$ cat src/rtl/sdram_arb_pkg.sv
// Shared types and default slot timing for the SDRAM front-end arbiter.
package sdram_arb_pkg;

    typedef enum logic [1:0] {
        GNT_NONE    = 2'd0,
        GNT_REFRESH = 2'd1,
        GNT_VIDEO   = 2'd2,
        GNT_CPU     = 2'd3
    } grant_t;

    localparam int SLOT_LEN_DEF       = 8;
    localparam int CS_HIGH_DEF        = 6;
    localparam int DOUT_PHASE_DEF     = 5;
    localparam int ACK_PHASE_DEF      = 6;
    localparam int REFRESH_CYCLES_DEF = 250;

    // Fixed priority: refresh first so it can never be starved, then video.
    function automatic grant_t pick_grant(input logic rfsh, input logic vid, input logic cpu);
        if (rfsh) return GNT_REFRESH;
        if (vid)  return GNT_VIDEO;
        if (cpu)  return GNT_CPU;
        return GNT_NONE;
    endfunction

endpackage

$ cat src/rtl/sdram_refresh_timer.sv
// Auto-refresh interval timer with a sticky pending flag.
module sdram_refresh_timer #(
    parameter int REFRESH_CYCLES = 250
) (
    input  logic clk,
    input  logic reset,
    input  logic enable,
    input  logic clear,
    output logic pending
);

    localparam int            CW       = $clog2(REFRESH_CYCLES);
    localparam logic [CW-1:0] CNT_LAST = CW'(REFRESH_CYCLES - 1);

    logic [CW-1:0] cnt;

    // Count only while the controller is up; an expiry coinciding with a clear wins so no refresh is lost.
    always_ff @(posedge clk) begin
        if (reset) begin
            cnt     <= '0;
            pending <= 1'b0;
        end else begin
            if (enable) begin
                if (cnt == CNT_LAST) cnt <= '0;
                else                 cnt <= cnt + 1'b1;
            end
            if (enable && (cnt == CNT_LAST)) pending <= 1'b1;
            else if (clear)                  pending <= 1'b0;
        end
    end

endmodule

$ cat src/rtl/sdram_arbiter.sv
// Slot-based scheduler feeding the SDRAM controller from CPU, video and refresh.
//
// grant        | meaning
// GNT_NONE     | idle slot, ram_cs stays low
// GNT_REFRESH  | auto-refresh slot, no ack
// GNT_VIDEO    | video read, data to vid_dout
// GNT_CPU      | cpu read or write, data to cpu_dout on reads
module sdram_arbiter
    import sdram_arb_pkg::*;
#(
    parameter int SLOT_LEN       = SLOT_LEN_DEF,
    parameter int CS_HIGH        = CS_HIGH_DEF,
    parameter int DOUT_PHASE     = DOUT_PHASE_DEF,
    parameter int ACK_PHASE      = ACK_PHASE_DEF,
    parameter int REFRESH_CYCLES = REFRESH_CYCLES_DEF
) (
    input  logic        clk,
    input  logic        reset,
    input  logic        ram_ready,
    input  logic        cpu_req,
    input  logic        cpu_we,
    input  logic [21:0] cpu_addr,
    input  logic [1:0]  cpu_ds,
    input  logic [15:0] cpu_din,
    output logic [15:0] cpu_dout,
    output logic        cpu_ack,
    input  logic        vid_req,
    input  logic [21:0] vid_addr,
    output logic [15:0] vid_dout,
    output logic        vid_ack,
    output logic        ram_cs,
    output logic        ram_we,
    output logic        ram_refresh,
    output logic [21:0] ram_addr,
    output logic [1:0]  ram_ds,
    output logic [15:0] ram_din,
    input  logic [15:0] ram_dout
);

    localparam int            PW      = $clog2(SLOT_LEN);
    localparam logic [PW-1:0] PH_LAST = PW'(SLOT_LEN - 1);
    localparam logic [PW-1:0] PH_CS   = PW'(CS_HIGH);
    localparam logic [PW-1:0] PH_DOUT = PW'(DOUT_PHASE);
    localparam logic [PW-1:0] PH_ACK  = PW'(ACK_PHASE);

    logic [PW-1:0] phase, phase_nxt;
    grant_t        grant, grant_nxt;
    logic          phase_run, slot_end;
    logic          rfsh_pending, rfsh_clear;

    sdram_refresh_timer #(
        .REFRESH_CYCLES(REFRESH_CYCLES)
    ) u_refresh_timer (
        .clk    (clk),
        .reset  (reset),
        .enable (ram_ready),
        .clear  (rfsh_clear),
        .pending(rfsh_pending)
    );

    // Next phase and grant; a slot already started always runs to its end even if ram_ready drops.
    always_comb begin
        phase_run = ram_ready || (phase != '0);
        slot_end  = phase_run && (phase == PH_LAST);
        phase_nxt = phase;
        grant_nxt = grant;
        if (slot_end) begin
            phase_nxt = '0;
            grant_nxt = ram_ready ? pick_grant(rfsh_pending, vid_req, cpu_req) : GNT_NONE;
        end else if (phase_run) begin
            phase_nxt = phase + 1'b1;
        end else begin
            grant_nxt = GNT_NONE;
        end
        rfsh_clear = slot_end && (grant_nxt == GNT_REFRESH);
    end

    // Registered slot state and every controller/requester output, so nothing is combinational to a port.
    always_ff @(posedge clk) begin
        if (reset) begin
            phase       <= '0;
            grant       <= GNT_NONE;
            ram_cs      <= 1'b0;
            ram_we      <= 1'b0;
            ram_refresh <= 1'b0;
            ram_addr    <= '0;
            ram_ds      <= '0;
            ram_din     <= '0;
            cpu_dout    <= '0;
            cpu_ack     <= 1'b0;
            vid_dout    <= '0;
            vid_ack     <= 1'b0;
        end else begin
            phase   <= phase_nxt;
            grant   <= grant_nxt;
            ram_cs  <= (grant_nxt != GNT_NONE) && (phase_nxt < PH_CS);
            cpu_ack <= (grant_nxt == GNT_CPU)   && (phase_nxt == PH_ACK);
            vid_ack <= (grant_nxt == GNT_VIDEO) && (phase_nxt == PH_ACK);
            if (slot_end) begin
                ram_we      <= 1'b0;
                ram_refresh <= 1'b0;
                ram_addr    <= '0;
                ram_ds      <= '0;
                ram_din     <= '0;
                case (grant_nxt)
                    GNT_CPU: begin
                        ram_we   <= cpu_we;
                        ram_addr <= cpu_addr;
                        ram_ds   <= cpu_ds;
                        ram_din  <= cpu_din;
                    end
                    GNT_VIDEO:   ram_addr    <= vid_addr;
                    GNT_REFRESH: ram_refresh <= 1'b1;
                    default: ;
                endcase
            end
            if (phase_run && (phase == PH_DOUT)) begin
                if ((grant == GNT_CPU) && !ram_we) cpu_dout <= ram_dout;
                if (grant == GNT_VIDEO)            vid_dout <= ram_dout;
            end
        end
    end

endmodule

$ cat config.mk
export PLATFORM = sky130hd
export DESIGN_NAME = sdram_arbiter
export DESIGN_NICKNAME = d
export VERILOG_FILES = /design/src/rtl/sdram_arb_pkg.sv /design/src/rtl/sdram_refresh_timer.sv /design/src/rtl/sdram_arbiter.sv
export SDC_FILE = /design/constraint.sdc
export NUM_CORES = 1
export LEC_CHECK = 0
export ABC_AREA = 1
export BUFFER_PORTS_ARGS = -buffer_cell sky130_fd_sc_hd__buf_2
export CORE_UTILIZATION = 45
export CTS_BUF_LIST = sky130_fd_sc_hd__clkbuf_4 sky130_fd_sc_hd__clkbuf_8
export DETAILED_ROUTE_END_ITERATION = 8
export GPL_ROUTABILITY_DRIVEN = 1
export PLACE_DENSITY = 0.79
export SETUP_SLACK_MARGIN = 0.4
export SLEW_MARGIN = 15
export SYNTH_ARGS = -nofsm -noshare
export SYNTH_HDL_FRONTEND = slang
export SYNTH_SLANG_ARGS = --single-unit
$ cat constraint.sdc
create_clock -name clk -period 1.7 [get_ports clk]
set_input_delay 0.34 -clock clk [delete_from_list [all_inputs] [get_ports clk]]
set_output_delay 0.34 -clock clk [all_outputs]
set_load 0.02 [all_outputs]
==> flow_summary.ini <==
[die]
io_pins = 161
rows = 33
die_w_um = 95.1
core-area_um2 = 8300
die_area_um2 = 9050
floorplan.die.height_um = 95.1
initial_core_util_pct = 47.0

[sta]
fmax_ghz = 0.613
drv_slew = 0
slew_headroom_pct = 68.6
finalCriticalPeriod_ns = 1.63
whs_ns = 0.218
hold_viol = 0
fin_skew_ns = 0.0120
finalCritPeriodShare_pct = 96.0
setup_violations = 0
rsz0062_at_grt = true
tightest_slew_ns = 0.471

[setup_path]
cp-end-kind = flop
cp.arrival_ns = 1.94
worst_r2r_path_depth = 10
r2r_setup_slack_ns = 0.07
rr_endpoint = ram_addr[3]$_SDFFE_PP0N_
cp_max_fo = 7
crit_chain = ha_4 > ha_4 > nor2_2 > nand2_4 > nand2_4 > clkbuf_16 > nand3_1 > nand3_1 > nand2_1 > inv_1
timing.rr.start = phase[0]$_SDFF_PP0_
cp.required_ns = 2.01
crit_slowest_cell = dfxtp_4
cpPeakStageDelay_ns = 0.37
cp-start-kind = flop
critPathBufInv = 2
path_class = reg2reg
crit_family = simple AND/OR/NAND/NOR gates

[yosys]
synthArstFlopShare_pct = 0
synthCells = 528
avgSynthCellArea_um2 = 7.39
ys_warn_count = 0
ys_seq_elements = 91
synth.most_common_cell = nor2_1
synth_top_area_share_pct = 46.7
synth_edf_count = 0
synthTopCellsByArea = dfxtp_1 (47%), nor2_1 (12%), nand3_1 (9.0%), nand2_1 (6.3%), inv_1 (5.6%)
syn_area_um2 = 3900
yosysSeqAreaShare_pct = 46.7
ys.flop_type = dfxtp_1
syn_nets = 619
yosys-top-cells-count = nor2_1 (127), dfxtp_1 (91), nand3_1 (70)
synth_top_area_cell = dfxtp_1
synth.distinct_cells = 26

[routing]
drtAntennaViolNets = 0
avgViaCountPerCell = 5.03
drcViolationCount = 0
vias = 4107
first_pass_iters = 4
wl_mm = 11.7
routedWlPerCell_um = 14.3
first_iter_violations = 81

[cts]
clk_latency_ns = 0.35
cts-root-buf = clkbuf_8
numCtsBuffers = 9
h-tree-depth = 3
clk_pin_slew_ns = 0.10
cts.path.max_buffers = 2
hold_buffers = 0
cts_tree = built
cts.sinks = 91

[global_routing]
grt_max_degree = 33
antenna_found_initial = 1
grt_pass1_vias = 3653
gr-total-overflow = 0
grt_pass1_wl_mm = 16.6
grtUsageTotal_pct = 23.5

[layout]
area_growth_pct = 49.8
drive_gt1_share_pct = 44.3
fin_nets = 797
final_util_pct = 70.4

[power]
power_leakage_nw = 2.84
vdd_drop_max_uv = 395
powerDensity_nw_per_um2 = 673

[hold_path]
hold-path-endpoint = ram_din[9]$_SDFFE_PP0N_
hp-class = in2reg
whs_path_depth = 3
hold_start = cpu_din[9]

[placed_design]
dp_hpwl_mm = 7.21
place.gp.congestion = 0.784
io_buffers = 160

[job]
drv_cap = 0

[run_status]
status = completed
-- sequential cells by signal, summed over array words and instances (netlist names) --
signal / count
cpu_dout: 16
grant: 2
ram_addr: 22
phase: 3
ram_we: 1
ram_ds: 2
u_refresh_timer.pending: 1
ram_refresh: 1
u_refresh_timer.cnt: 8
vid_ack: 1
ram_din: 16
ram_cs: 1
vid_dout: 16
cpu_ack: 1
-- routing by layer --
layer | vias up | wire [um] | track usage [%]
met3 | 23 | 972 | 6.54
met2 | 166 | 6050 | 42.4
met4 | 0 | 219 | 7.95
met5 | - | 0 | 0
li1 | 2017 | - | -
met1 | 1901 | 4440 | 26.3
-- power by group --
part	leakage (nW)	switching [W]	internal (W)
combinational	2.01	0.000189	0.000147
sequential	0.737	0.0000198	0.00215
clock	0.0887	0.000856	0.000569
total	2.84	0.00107	0.00287
-- cells in the final DEF, fill, tap and decap left out, types with 3 or more instances in the layout --
cell type	instances
buf_2	159
nor2_1	112
dfxtp_1	84
nand2_1	61
inv_1	54
nand3_1	52
o21ai_2	36
nand3_2	16
nor2_4	12
buf_4	12
o21ai_1	10
clkbuf_8	9
nand2_4	8
dfxtp_2	6
buf_12	6
nor2_2	5
clkbuf_16	5
inv_8	4
inv_2	4
o21ai_0	4
a21oi_1	4
buf_8	4
nand3_4	3
nand4_1	3
clkinv_8	3
ha_1	3
clkinvlp_4	3
buf_16	3
buf_6	3
-- repair_timing --
action / in CTS / in global routing
hold endpoints to repair: 0 / 0
gates cloned: 4 / 7
pin swaps: 4 / 20
setup buffers: 10 / 2
gates resized for setup: 89 / 75
endpoints found under the setup margin: 82 / 92
-- how the worst max path moves through the flow --
| stage | start | end | slack, ns | depth (start not counted) |
|---|---|---|---|---|
| after floorplan | phase[0]$_SDFF_PP0_ | ram_addr[13]$_SDFFE_PP0N_ | 0.23 | 11 |
| after global placement | phase[0]$_SDFF_PP0_ | ram_ds[1]$_SDFFE_PP0N_ | 0.1 | 7 |
| after detailed placement | phase[0]$_SDFF_PP0_ | ram_we$_SDFFE_PP0N_ | -0.03 | 7 |
| after CTS | phase[0]$_SDFF_PP0_ | ram_we$_SDFFE_PP0N_ | 0.15 | 9 |
| after global routing | phase[0]$_SDFF_PP0_ | ram_addr[3]$_SDFFE_PP0N_ | -0.003 | 10 |
| final | phase[0]$_SDFF_PP0_ | ram_addr[3]$_SDFFE_PP0N_ | 0.07 | 10 |
-- stage by stage --
| stage | TNS, ns | area (um2) | worst slack [ns] | cells | total power (W) |
|---|---|---|---|---|---|
| floorplan | 0 | 3980 | 0.229 | 528 | 0.00236 |
| global placement | 0 | 4830 | 0.0950 | 777 | 0.00249 |
| detailed placement | -0.0608 | 4830 | -0.0308 | 777 | 0.00250 |
| CTS | 0 | 5390 | 0.151 | 807 | 0.00394 |
| global route | -0.00337 | 5840 | -0.00337 | 816 | 0.00410 |
| finish | 0 | 5850 | 0.0686 | 817 | 0.00393 |
-- worst reg2reg max path, stage by stage (launching register included) --
cell,delay (ns)
dfxtp_4,0.37
ha_4,0.16
ha_4,0.18
nor2_2,0.17
nand2_4,0.11
nand2_4,0.14
clkbuf_16,0.17
nand3_1,0.07
nand3_1,0.08
nand2_1,0.07
inv_1,0.05
-- area by class of cell --
class | count | area [um2]
fill | 643 | 2450
multi-input combinational | 348 | 2090
sequential | 91 | 1830
timing repair buffer | 192 | 1310
inverter | 63 | 269
tap | 105 | 131
clock buffer | 9 | 124
clock inverter | 7 | 70.1
timing repair inverter | 1 | 16.3
antenna | 1 | 2.50
-- cell families after synthesis --
kind of cell | Yosys count | synth area share [%]
AO/OA/AOI/OAI | 57 | 8.37
flip-flops | 91 | 46.7
XOR/XNOR | 3 | 0.673
buffers and inverters | 90 | 10.7
AND/OR/NAND/NOR | 280 | 31.3
adder cells (fa/ha/maj) | 7 | 2.24
(Power assumes the default switching activity.)
